===== config.mk =====
export PLATFORM = sky130hd
export DESIGN_NAME = corner_tracker
export DESIGN_NICKNAME = d
export VERILOG_FILES = /design/src/rtl/corner_tracker.sv
export SDC_FILE = /design/constraint.sdc
export NUM_CORES = 1
export LEC_CHECK = 0
export ABC_AREA = 1
export CELL_PAD_IN_SITES_DETAIL_PLACEMENT = 0
export CELL_PAD_IN_SITES_GLOBAL_PLACEMENT = 2
export CORE_UTILIZATION = 35
export DETAILED_ROUTE_END_ITERATION = 10
export HOLD_SLACK_MARGIN = 0.03
export PLACE_DENSITY = 0.73
export RECOVER_POWER = 100
export SETUP_SLACK_MARGIN = 0.4
export SYNTH_ARGS = -nofsm -noshare
export SYNTH_HDL_FRONTEND = slang
export SYNTH_SLANG_ARGS = --single-unit

===== constraint.sdc =====
create_clock -name i_clk -period 3.4 [get_ports i_clk]
set_input_delay 0.34 -clock i_clk [delete_from_list [all_inputs] [get_ports i_clk]]
set_output_delay 0.34 -clock i_clk [all_outputs]
set_load 0.05 [all_outputs]

===== src/rtl/corner_tracker.sv =====
// Tracks the four extreme foreground points of a raster binary mask and smooths them
// over a power-of-two frame history, falling back to full-frame corners after repeated misses.
module corner_tracker #(
    parameter int H_RES    = 800,
    parameter int V_RES    = 600,
    parameter int COL_W    = 10,
    parameter int ROW_W    = 10,
    parameter int AVG_LOG2 = 2,
    parameter int MIN_PIX  = 255,
    parameter int MISS_MAX = 1
) (
    input  logic                   i_clk,
    input  logic                   i_rst_n,
    input  logic                   i_valid,
    input  logic                   i_data,
    input  logic                   i_sof,
    output logic                   o_valid,
    output logic                   o_success,
    output logic [((MISS_MAX > 0) ? $clog2(MISS_MAX + 1) : 1)-1:0] o_miss_cnt,
    output logic [ROW_W+COL_W-1:0] o_ul_addr,
    output logic [ROW_W+COL_W-1:0] o_ur_addr,
    output logic [ROW_W+COL_W-1:0] o_dl_addr,
    output logic [ROW_W+COL_W-1:0] o_dr_addr
);
    localparam int DEPTH  = 1 << AVG_LOG2;
    localparam int MISS_W = (MISS_MAX > 0) ? $clog2(MISS_MAX + 1) : 1;
    localparam int CNT_W  = (MIN_PIX > 1) ? $clog2(MIN_PIX + 1) : 1;
    localparam int SUM_RW = ROW_W + AVG_LOG2;
    localparam int SUM_CW = COL_W + AVG_LOG2;
    localparam logic [COL_W-1:0]  COL_LAST = COL_W'(H_RES - 1);
    localparam logic [ROW_W-1:0]  ROW_LAST = ROW_W'(V_RES - 1);
    localparam logic [CNT_W-1:0]  CNT_FULL = CNT_W'(MIN_PIX);
    localparam logic [MISS_W-1:0] MISS_LIM = MISS_W'(MISS_MAX);

    // Corner slots: 0 = UL (top-most), 1 = UR (right-most), 2 = DL (left-most), 3 = DR (bottom-most)
    function automatic logic [ROW_W-1:0] def_row(input int k);
        return (k >= 2) ? ROW_LAST : '0;
    endfunction

    function automatic logic [COL_W-1:0] def_col(input int k);
        return (k % 2 == 1) ? COL_LAST : '0;
    endfunction

    logic [COL_W-1:0]  col_reg, col_next, pix_col;
    logic [ROW_W-1:0]  row_reg, row_next, pix_row;
    logic [CNT_W-1:0]  cnt_reg, cnt_base, cnt_next;
    logic [ROW_W-1:0]  ext_row_reg [4];
    logic [ROW_W-1:0]  ext_row_next [4];
    logic [COL_W-1:0]  ext_col_reg [4];
    logic [COL_W-1:0]  ext_col_next [4];
    logic [MISS_W-1:0] miss_reg;
    logic              at_origin, eof, hit, flush;
    logic [ROW_W-1:0]  hist_row [DEPTH][4];
    logic [COL_W-1:0]  hist_col [DEPTH][4];
    logic [ROW_W-1:0]  avg_row [4];
    logic [COL_W-1:0]  avg_col [4];

    always_comb begin
        pix_col   = i_sof ? '0 : col_reg;
        pix_row   = i_sof ? '0 : row_reg;
        at_origin = (pix_col == '0) && (pix_row == '0);
        eof       = i_valid && (pix_col == COL_LAST) && (pix_row == ROW_LAST);
        col_next  = (pix_col == COL_LAST) ? '0 : pix_col + COL_W'(1);
        row_next  = pix_row;
        if (pix_col == COL_LAST)
            row_next = (pix_row == ROW_LAST) ? '0 : pix_row + ROW_W'(1);

        // Accumulators restart at the frame origin before that pixel is scored
        cnt_base     = at_origin ? '0 : cnt_reg;
        cnt_next     = cnt_base;
        ext_row_next = ext_row_reg;
        ext_col_next = ext_col_reg;
        if (i_data) begin
            if (cnt_base != CNT_FULL)
                cnt_next = cnt_base + CNT_W'(1);
            if (cnt_base == '0) begin
                for (int k = 0; k < 4; k++) begin
                    ext_row_next[k] = pix_row;
                    ext_col_next[k] = pix_col;
                end
            end else begin
                if (pix_row < ext_row_reg[0]) begin
                    ext_row_next[0] = pix_row;
                    ext_col_next[0] = pix_col;
                end
                if (pix_col > ext_col_reg[1]) begin
                    ext_row_next[1] = pix_row;
                    ext_col_next[1] = pix_col;
                end
                if (pix_col <= ext_col_reg[2]) begin
                    ext_row_next[2] = pix_row;
                    ext_col_next[2] = pix_col;
                end
                if (pix_row >= ext_row_reg[3]) begin
                    ext_row_next[3] = pix_row;
                    ext_col_next[3] = pix_col;
                end
            end
        end
        hit   = (cnt_next == CNT_FULL);
        flush = !hit && (miss_reg == MISS_LIM);
    end

    always_ff @(posedge i_clk or negedge i_rst_n) begin
        if (!i_rst_n) begin
            col_reg <= '0;
            row_reg <= '0;
            cnt_reg <= '0;
            for (int k = 0; k < 4; k++) begin
                ext_row_reg[k] <= '0;
                ext_col_reg[k] <= '0;
            end
        end else if (i_valid) begin
            col_reg     <= col_next;
            row_reg     <= row_next;
            cnt_reg     <= cnt_next;
            ext_row_reg <= ext_row_next;
            ext_col_reg <= ext_col_next;
        end
    end

    always_ff @(posedge i_clk or negedge i_rst_n) begin
        if (!i_rst_n) begin
            o_valid   <= 1'b0;
            o_success <= 1'b0;
            miss_reg  <= '0;
        end else begin
            o_valid <= eof;
            if (eof) begin
                if (hit) begin
                    miss_reg  <= '0;
                    o_success <= 1'b1;
                end else if (!flush) begin
                    miss_reg <= miss_reg + MISS_W'(1);
                end else begin
                    miss_reg  <= '0;
                    o_success <= 1'b0;
                end
            end
        end
    end

    // A miss re-inserts the newest entry so the average keeps its weighting
    always_ff @(posedge i_clk or negedge i_rst_n) begin
        if (!i_rst_n) begin
            for (int e = 0; e < DEPTH; e++) begin
                for (int k = 0; k < 4; k++) begin
                    hist_row[e][k] <= def_row(k);
                    hist_col[e][k] <= def_col(k);
                end
            end
        end else if (eof) begin
            for (int e = DEPTH - 1; e >= 1; e--) begin
                for (int k = 0; k < 4; k++) begin
                    hist_row[e][k] <= flush ? def_row(k) : hist_row[e-1][k];
                    hist_col[e][k] <= flush ? def_col(k) : hist_col[e-1][k];
                end
            end
            for (int k = 0; k < 4; k++) begin
                hist_row[0][k] <= flush ? def_row(k) : (hit ? ext_row_next[k] : hist_row[0][k]);
                hist_col[0][k] <= flush ? def_col(k) : (hit ? ext_col_next[k] : hist_col[0][k]);
            end
        end
    end

    for (genvar gi = 0; gi < 4; gi++) begin : g_avg
        logic [SUM_RW-1:0] sum_row;
        logic [SUM_CW-1:0] sum_col;
        always_comb begin
            sum_row = '0;
            sum_col = '0;
            for (int e = 0; e < DEPTH; e++) begin
                sum_row = sum_row + SUM_RW'(hist_row[e][gi]);
                sum_col = sum_col + SUM_CW'(hist_col[e][gi]);
            end
        end
        assign avg_row[gi] = ROW_W'(sum_row >> AVG_LOG2);
        assign avg_col[gi] = COL_W'(sum_col >> AVG_LOG2);
    end

    assign o_miss_cnt = miss_reg;
    assign o_ul_addr  = {avg_row[0], avg_col[0]};
    assign o_ur_addr  = {avg_row[1], avg_col[1]};
    assign o_dl_addr  = {avg_row[2], avg_col[2]};
    assign o_dr_addr  = {avg_row[3], avg_col[3]};

endmodule


==> parameters.txt, run 1 <==
Parameter                              Value

Min path
  Worst hold stages ... 5
  Worst min path class ... in -> reg
  Hold endpoint ... cnt_reg[6]$_DFFE_PN0P_
  Source of the worst hold timing path ... i_data

Setup path
  Startpoint-to-endpoint class of the critical path ... reg -> out
  Arrival time at the worst endpoint ... 3940 ps
  Launching element type of the critical path ... flop
  Crit path required time ... 3060 ps
  CP endpoint kind ... output port
  Critical path fanouts, max ... 2
  Worst R2R Start ... row_reg[0]$_DFFE_PN0P_
  Cell depth of the worst flop-to-flop path ... 27
  Flop-to-flop setup slack ... -190 ps
  Reg2Reg Capture Point ... hist_col[91]$_DFFE_PN0P_

Die
  Area of the placeable core ... 73300 sq um
  Die H ... between 200 and 300 um
  Starting utilization of the core area ... 35.5%
  Die X-Extent ... 275 um
  Floorplan die area ... 75500 sq um
  I/O pin count ... 88
  Core Rows ... 99

Global routing
  Global-route total usage across every layer ... 20.9%
  Overflow left after global routing ... 0
  Met3 Use GR ... 2.72%
  Largest net degree at the start of global routing ... 118
  Met1 demand-to-capacity share in global routing ... 28.3%
  Number of antenna violations at the first check in global routing ... 0
  Met2 Resource Use GR ... 35.1%
  Wire length of the first global-routing pass ... approximately 120000 um
  Via count of the first global-routing pass ... between 20000 and 25000
  Busiest layer in global routing ... met2

Yosys
  Flip-flop and latch count after synthesis ... 431
  Total nets after synthesis ... 3262
  Distinct cell type count of the synthesized netlist ... 46
  Most instantiated library cell after synthesis ... sky130_fd_sc_hd__nand2_1
  Top FF cell, synth ... sky130_fd_sc_hd__dfrtp_1
  Cell accounting for the most synthesized area ... sky130_fd_sc_hd__dfrtp_1
  Post-synth EDFFs ... 0
  Biggest area contributors in the synthesized netlist ... sky130_fd_sc_hd__dfrtp_1 31%, sky130_fd_sc_hd__fa_1 12%, sky130_fd_sc_hd__nand2_1 12%
  Share of the yosys chip area belonging to registers ... around two fifths
  Ranking of synthesized cells by instance count ... 822 x sky130_fd_sc_hd__nand2_1, 327 x sky130_fd_sc_hd__dfrtp_1, 312 x sky130_fd_sc_hd__inv_1, 219 x sky130_fd_sc_hd__nand3_1, 219 x sky130_fd_sc_hd__o21ai_0
  Netlist Area Pre-Place ... roughly 26000 sq um
  Proportion of netlist area held by the largest area contributor ... 31.4%
  Synth Warn # ... 0
  Avg Inst Size Synth ... 8.74 sq um
  Fraction of registers with async set/reset ... between 90% and 100%
  Gate count of the mapped netlist ... 2980

Finish
  Final core area utilization ... 56.0%
  Number of non-filler instances in the completed layout ... 4526
  Antenna Diode Count ... 0
  Share of post-route cells with drive strength above 1 ... between 40 and 50%
  Layout Area Growth over Synthesis ... 57.6%
  # nets final ... 3807
  Fin area ... 41000 sq um
  Largest registers ... hist_col: 160 flops, hist_row: 160 flops

Place
  Buffers added on ports ... 87
  Post-detail-place hpwl ... 53200 um
  Pre-CTS setup slack ... -500 ps
  Cell total after placement ... 4224
  Cell area reported after detailed placement ... 32900 sq um
  Routability-driven placement congestion ratio ... 0.828

Clock network
  Clock Path Buffers ... 3
  TritonCTS clock tree ... yes
  CTS Root Buffer Type ... sky130_fd_sc_hd__clkbuf_16
  H-Tree Depth ... 2
  Number of buffers added by the clock tree synthesis step ... 51
  Clock transition at the registers of the reported paths ... 60 ps
  Total clock sinks ... 431
  Worst skew pair latency ... 610 ps

Outcome
  Failing checks ... DRC, capacitance limit, slew limit, setup timing
  Run status ... finished, violations left

Timing
  Slew @ Worst Pin ... 2250 ps
  Unrepaired setup endpoints after global routing ... true
  Final clock period utilization by the worst path ... 126%
  Max Slew Vio Count ... 78
  Final Skew ... 18.2 ps
  Setup TNS ... -288800 ps
  Final Hold Vio Count ... 0
  Minimum clock period ... roughly 4300 ps
  Max Fclk ... 0.234 GHz
  Worst-case setup margin in the final layout ... -877 ps
  Total setup violations reported at the end of the flow ... 479
  Slew Limit Headroom ... -50.1%

Pwr
  Internal power of the cells ... 9430 uW
  Combinational group share of total power ... roughly 15%
  Power dissipated by switching net loads ... 3460 uW
  Worst vdd ir ... about 0.28 mV
  P per Cell Area ... approximately 310 nW/um^2
  Part of the total power dissipated in sequential elements ... 41.2%
  Total leakage power ... about 0.020 uW
  Clock network power share ... 43.7%
  Share of total power consumed by net switching ... between 20% and 30%

Routing
  DR vias/cell ... a little under 5
  Final routed wirelength across all metal layers ... 83100 um
  Pre-Repair DR Iteration Count ... 10
  Number of nets with antenna violations after routing ... 0
  Drt wl/cell ... about 18 um
  Residual DRC ... 7
  Violation count after the first detailed-route iteration ... 1078
  Via count ... 22200

Flow run
  Max-cap viol count ... 1
-- critical path, stage by stage (launching register included) --
cell and delay [ps]:
sky130_fd_sc_hd__dfrtp_1 400, sky130_fd_sc_hd__inv_2 80, sky130_fd_sc_hd__fa_1 420, sky130_fd_sc_hd__fa_1 490, sky130_fd_sc_hd__nor3_4 200, sky130_fd_sc_hd__inv_1 90, sky130_fd_sc_hd__fa_2 370, sky130_fd_sc_hd__o21ai_2 180
sky130_fd_sc_hd__a21oi_2 70, sky130_fd_sc_hd__inv_1 70, sky130_fd_sc_hd__a21oi_2 50, sky130_fd_sc_hd__inv_1 90, sky130_fd_sc_hd__nand2_1 80, sky130_fd_sc_hd__inv_2 90, sky130_fd_sc_hd__nor2_4 40, sky130_fd_sc_hd__o21bai_4 160
sky130_fd_sc_hd__buf_6 130, sky130_fd_sc_hd__xor2_4 170, sky130_fd_sc_hd__buf_12 150
-- worst max path at each step --
stage / startpoint / endpoint / cells after the start / slack [ps]
finish: hist_row[101]$_DFFE_PN0P_ / o_ur_addr[17] / 18 / -880
global route: hist_row[2]$_DFFE_PN1P_ / o_dr_addr[18] / 16 / -1070
CTS: hist_row[1]$_DFFE_PN1P_ / o_dr_addr[17] / 15 / -950
detailed placement: i_sof / hist_row[112]$_DFFE_PN0P_ / 28 / -500
global placement: i_sof / hist_col[21]$_DFFE_PN1P_ / 27 / -410
floorplan: hist_col[21]$_DFFE_PN1P_ / o_ur_addr[9] / 17 / -200
-- per-layer routing --
metal | wire length (um) | up-vias
met2 | 41200 | 337
met3 | 2520 | 115
met5 | 0 | -
met4 | 1930 | 0
met1 | 37400 | 11100
li1 | - | 10700
-- cells by family (layout without fill, tap and decap cells) --
family                     after synthesis  count (layout)  share of synthesized area (%)
and+or+nand+nor                       1271            1272                           20.1
AOI/OAI and AO/OA                      469             469                           10.4
buffers and inverters                  461            1047                           7.30
DFF                                    431             431                           41.9
adders and majority gates              277             277                           17.9
xor gates and xnor gates                71              71                           2.39
-- layout by cell type (no fill, tap or decap), types with 10 or more instances in the layout --
cell type,n
sky130_fd_sc_hd__buf_16,25
sky130_fd_sc_hd__nand2_2,120
sky130_fd_sc_hd__nor2_4,18
sky130_fd_sc_hd__nand3_2,163
sky130_fd_sc_hd__nor2_1,146
sky130_fd_sc_hd__a21oi_4,14
sky130_fd_sc_hd__o21ai_2,62
sky130_fd_sc_hd__clkbuf_8,12
sky130_fd_sc_hd__inv_1,243
sky130_fd_sc_hd__xor2_4,35
sky130_fd_sc_hd__buf_6,119
sky130_fd_sc_hd__a2bb2oi_1,10
sky130_fd_sc_hd__fa_1,145
sky130_fd_sc_hd__a22oi_2,36
sky130_fd_sc_hd__o21bai_4,10
sky130_fd_sc_hd__a21oi_1,50
sky130_fd_sc_hd__buf_4,288
sky130_fd_sc_hd__a21oi_2,60
sky130_fd_sc_hd__o21ai_1,70
sky130_fd_sc_hd__buf_12,130
sky130_fd_sc_hd__inv_2,66
sky130_fd_sc_hd__fa_2,15
sky130_fd_sc_hd__xnor2_4,13
sky130_fd_sc_hd__xor2_1,13
sky130_fd_sc_hd__nand2_1,618
sky130_fd_sc_hd__nand3_4,12
sky130_fd_sc_hd__dfstp_2,104
sky130_fd_sc_hd__nand2_4,83
sky130_fd_sc_hd__a2bb2oi_2,32
sky130_fd_sc_hd__dfrtp_1,327
sky130_fd_sc_hd__nor2_2,20
sky130_fd_sc_hd__clkbuf_16,76
sky130_fd_sc_hd__buf_8,24
sky130_fd_sc_hd__o21ai_4,18
sky130_fd_sc_hd__o21ai_0,73
sky130_fd_sc_hd__nand3_1,46
sky130_fd_sc_hd__ha_4,20
sky130_fd_sc_hd__ha_1,95
sky130_fd_sc_hd__clkinv_2,11
sky130_fd_sc_hd__clkbuf_1,21
-- per-stage QoR --
| step | hold slack, ps | power (uW) |
|---|---|---|
| floorplan | 44.4 | 5950 |
| global placement | 400 | 6500 |
| detailed placement | 409 | 6520 |
| CTS | 254 | 12300 |
| global route | 297 | 13400 |
| finish | 300 | 12900 |
-- layout make-up --
type | instances | area (sq um)
fillers | 6262 | 32300
flip-flops and latches | 431 | 10900
well taps | 959 | 1200
repair buffers | 635 | 7900
multi-input cells | 2089 | 18100
clock inverters | 14 | 160
clock buffers | 81 | 1550
inverters | 317 | 1220
-- power by group through the flow --
| stage | sequential [uW] | clock, uW | combinational [uW] |
|---|---|---|---|
| after floorplan | 5370 | 0 | 580 |
| after global placement | 5380 | 0 | 1120 |
| after detailed placement | 5390 | 0 | 1140 |
| after CTS | 5300 | 5800 | 1170 |
| after global routing | 5320 | 6010 | 2100 |
| final | 5310 | 5640 | 1940 |
-- repair_timing --
item / in CTS / in global routing
setup buffers: 76 / 76
cloned: 21 / 33
pin swaps: 160 / 247
endpoints found under the setup margin: 470 / 481
hold buffers: 1 / 0
hold endpoints to repair: 37 / 0
resized for setup: 337 / 752
(Power assumes the default switching activity.)
==> inputs of run 2 (changes only) <==
--- a/config.mk
+++ b/config.mk
@@ -9,7 +9,9 @@
 export CELL_PAD_IN_SITES_DETAIL_PLACEMENT = 0
 export CELL_PAD_IN_SITES_GLOBAL_PLACEMENT = 2
 export CORE_UTILIZATION = 35
+export CTS_CLUSTER_SIZE = 20
 export DETAILED_ROUTE_END_ITERATION = 10
+export GPL_ROUTABILITY_DRIVEN = 0
 export HOLD_SLACK_MARGIN = 0.03
 export PLACE_DENSITY = 0.73
 export RECOVER_POWER = 100
==> results of run 2 <==
The final DEF is identical to that of run 1; final timing and power are the same.
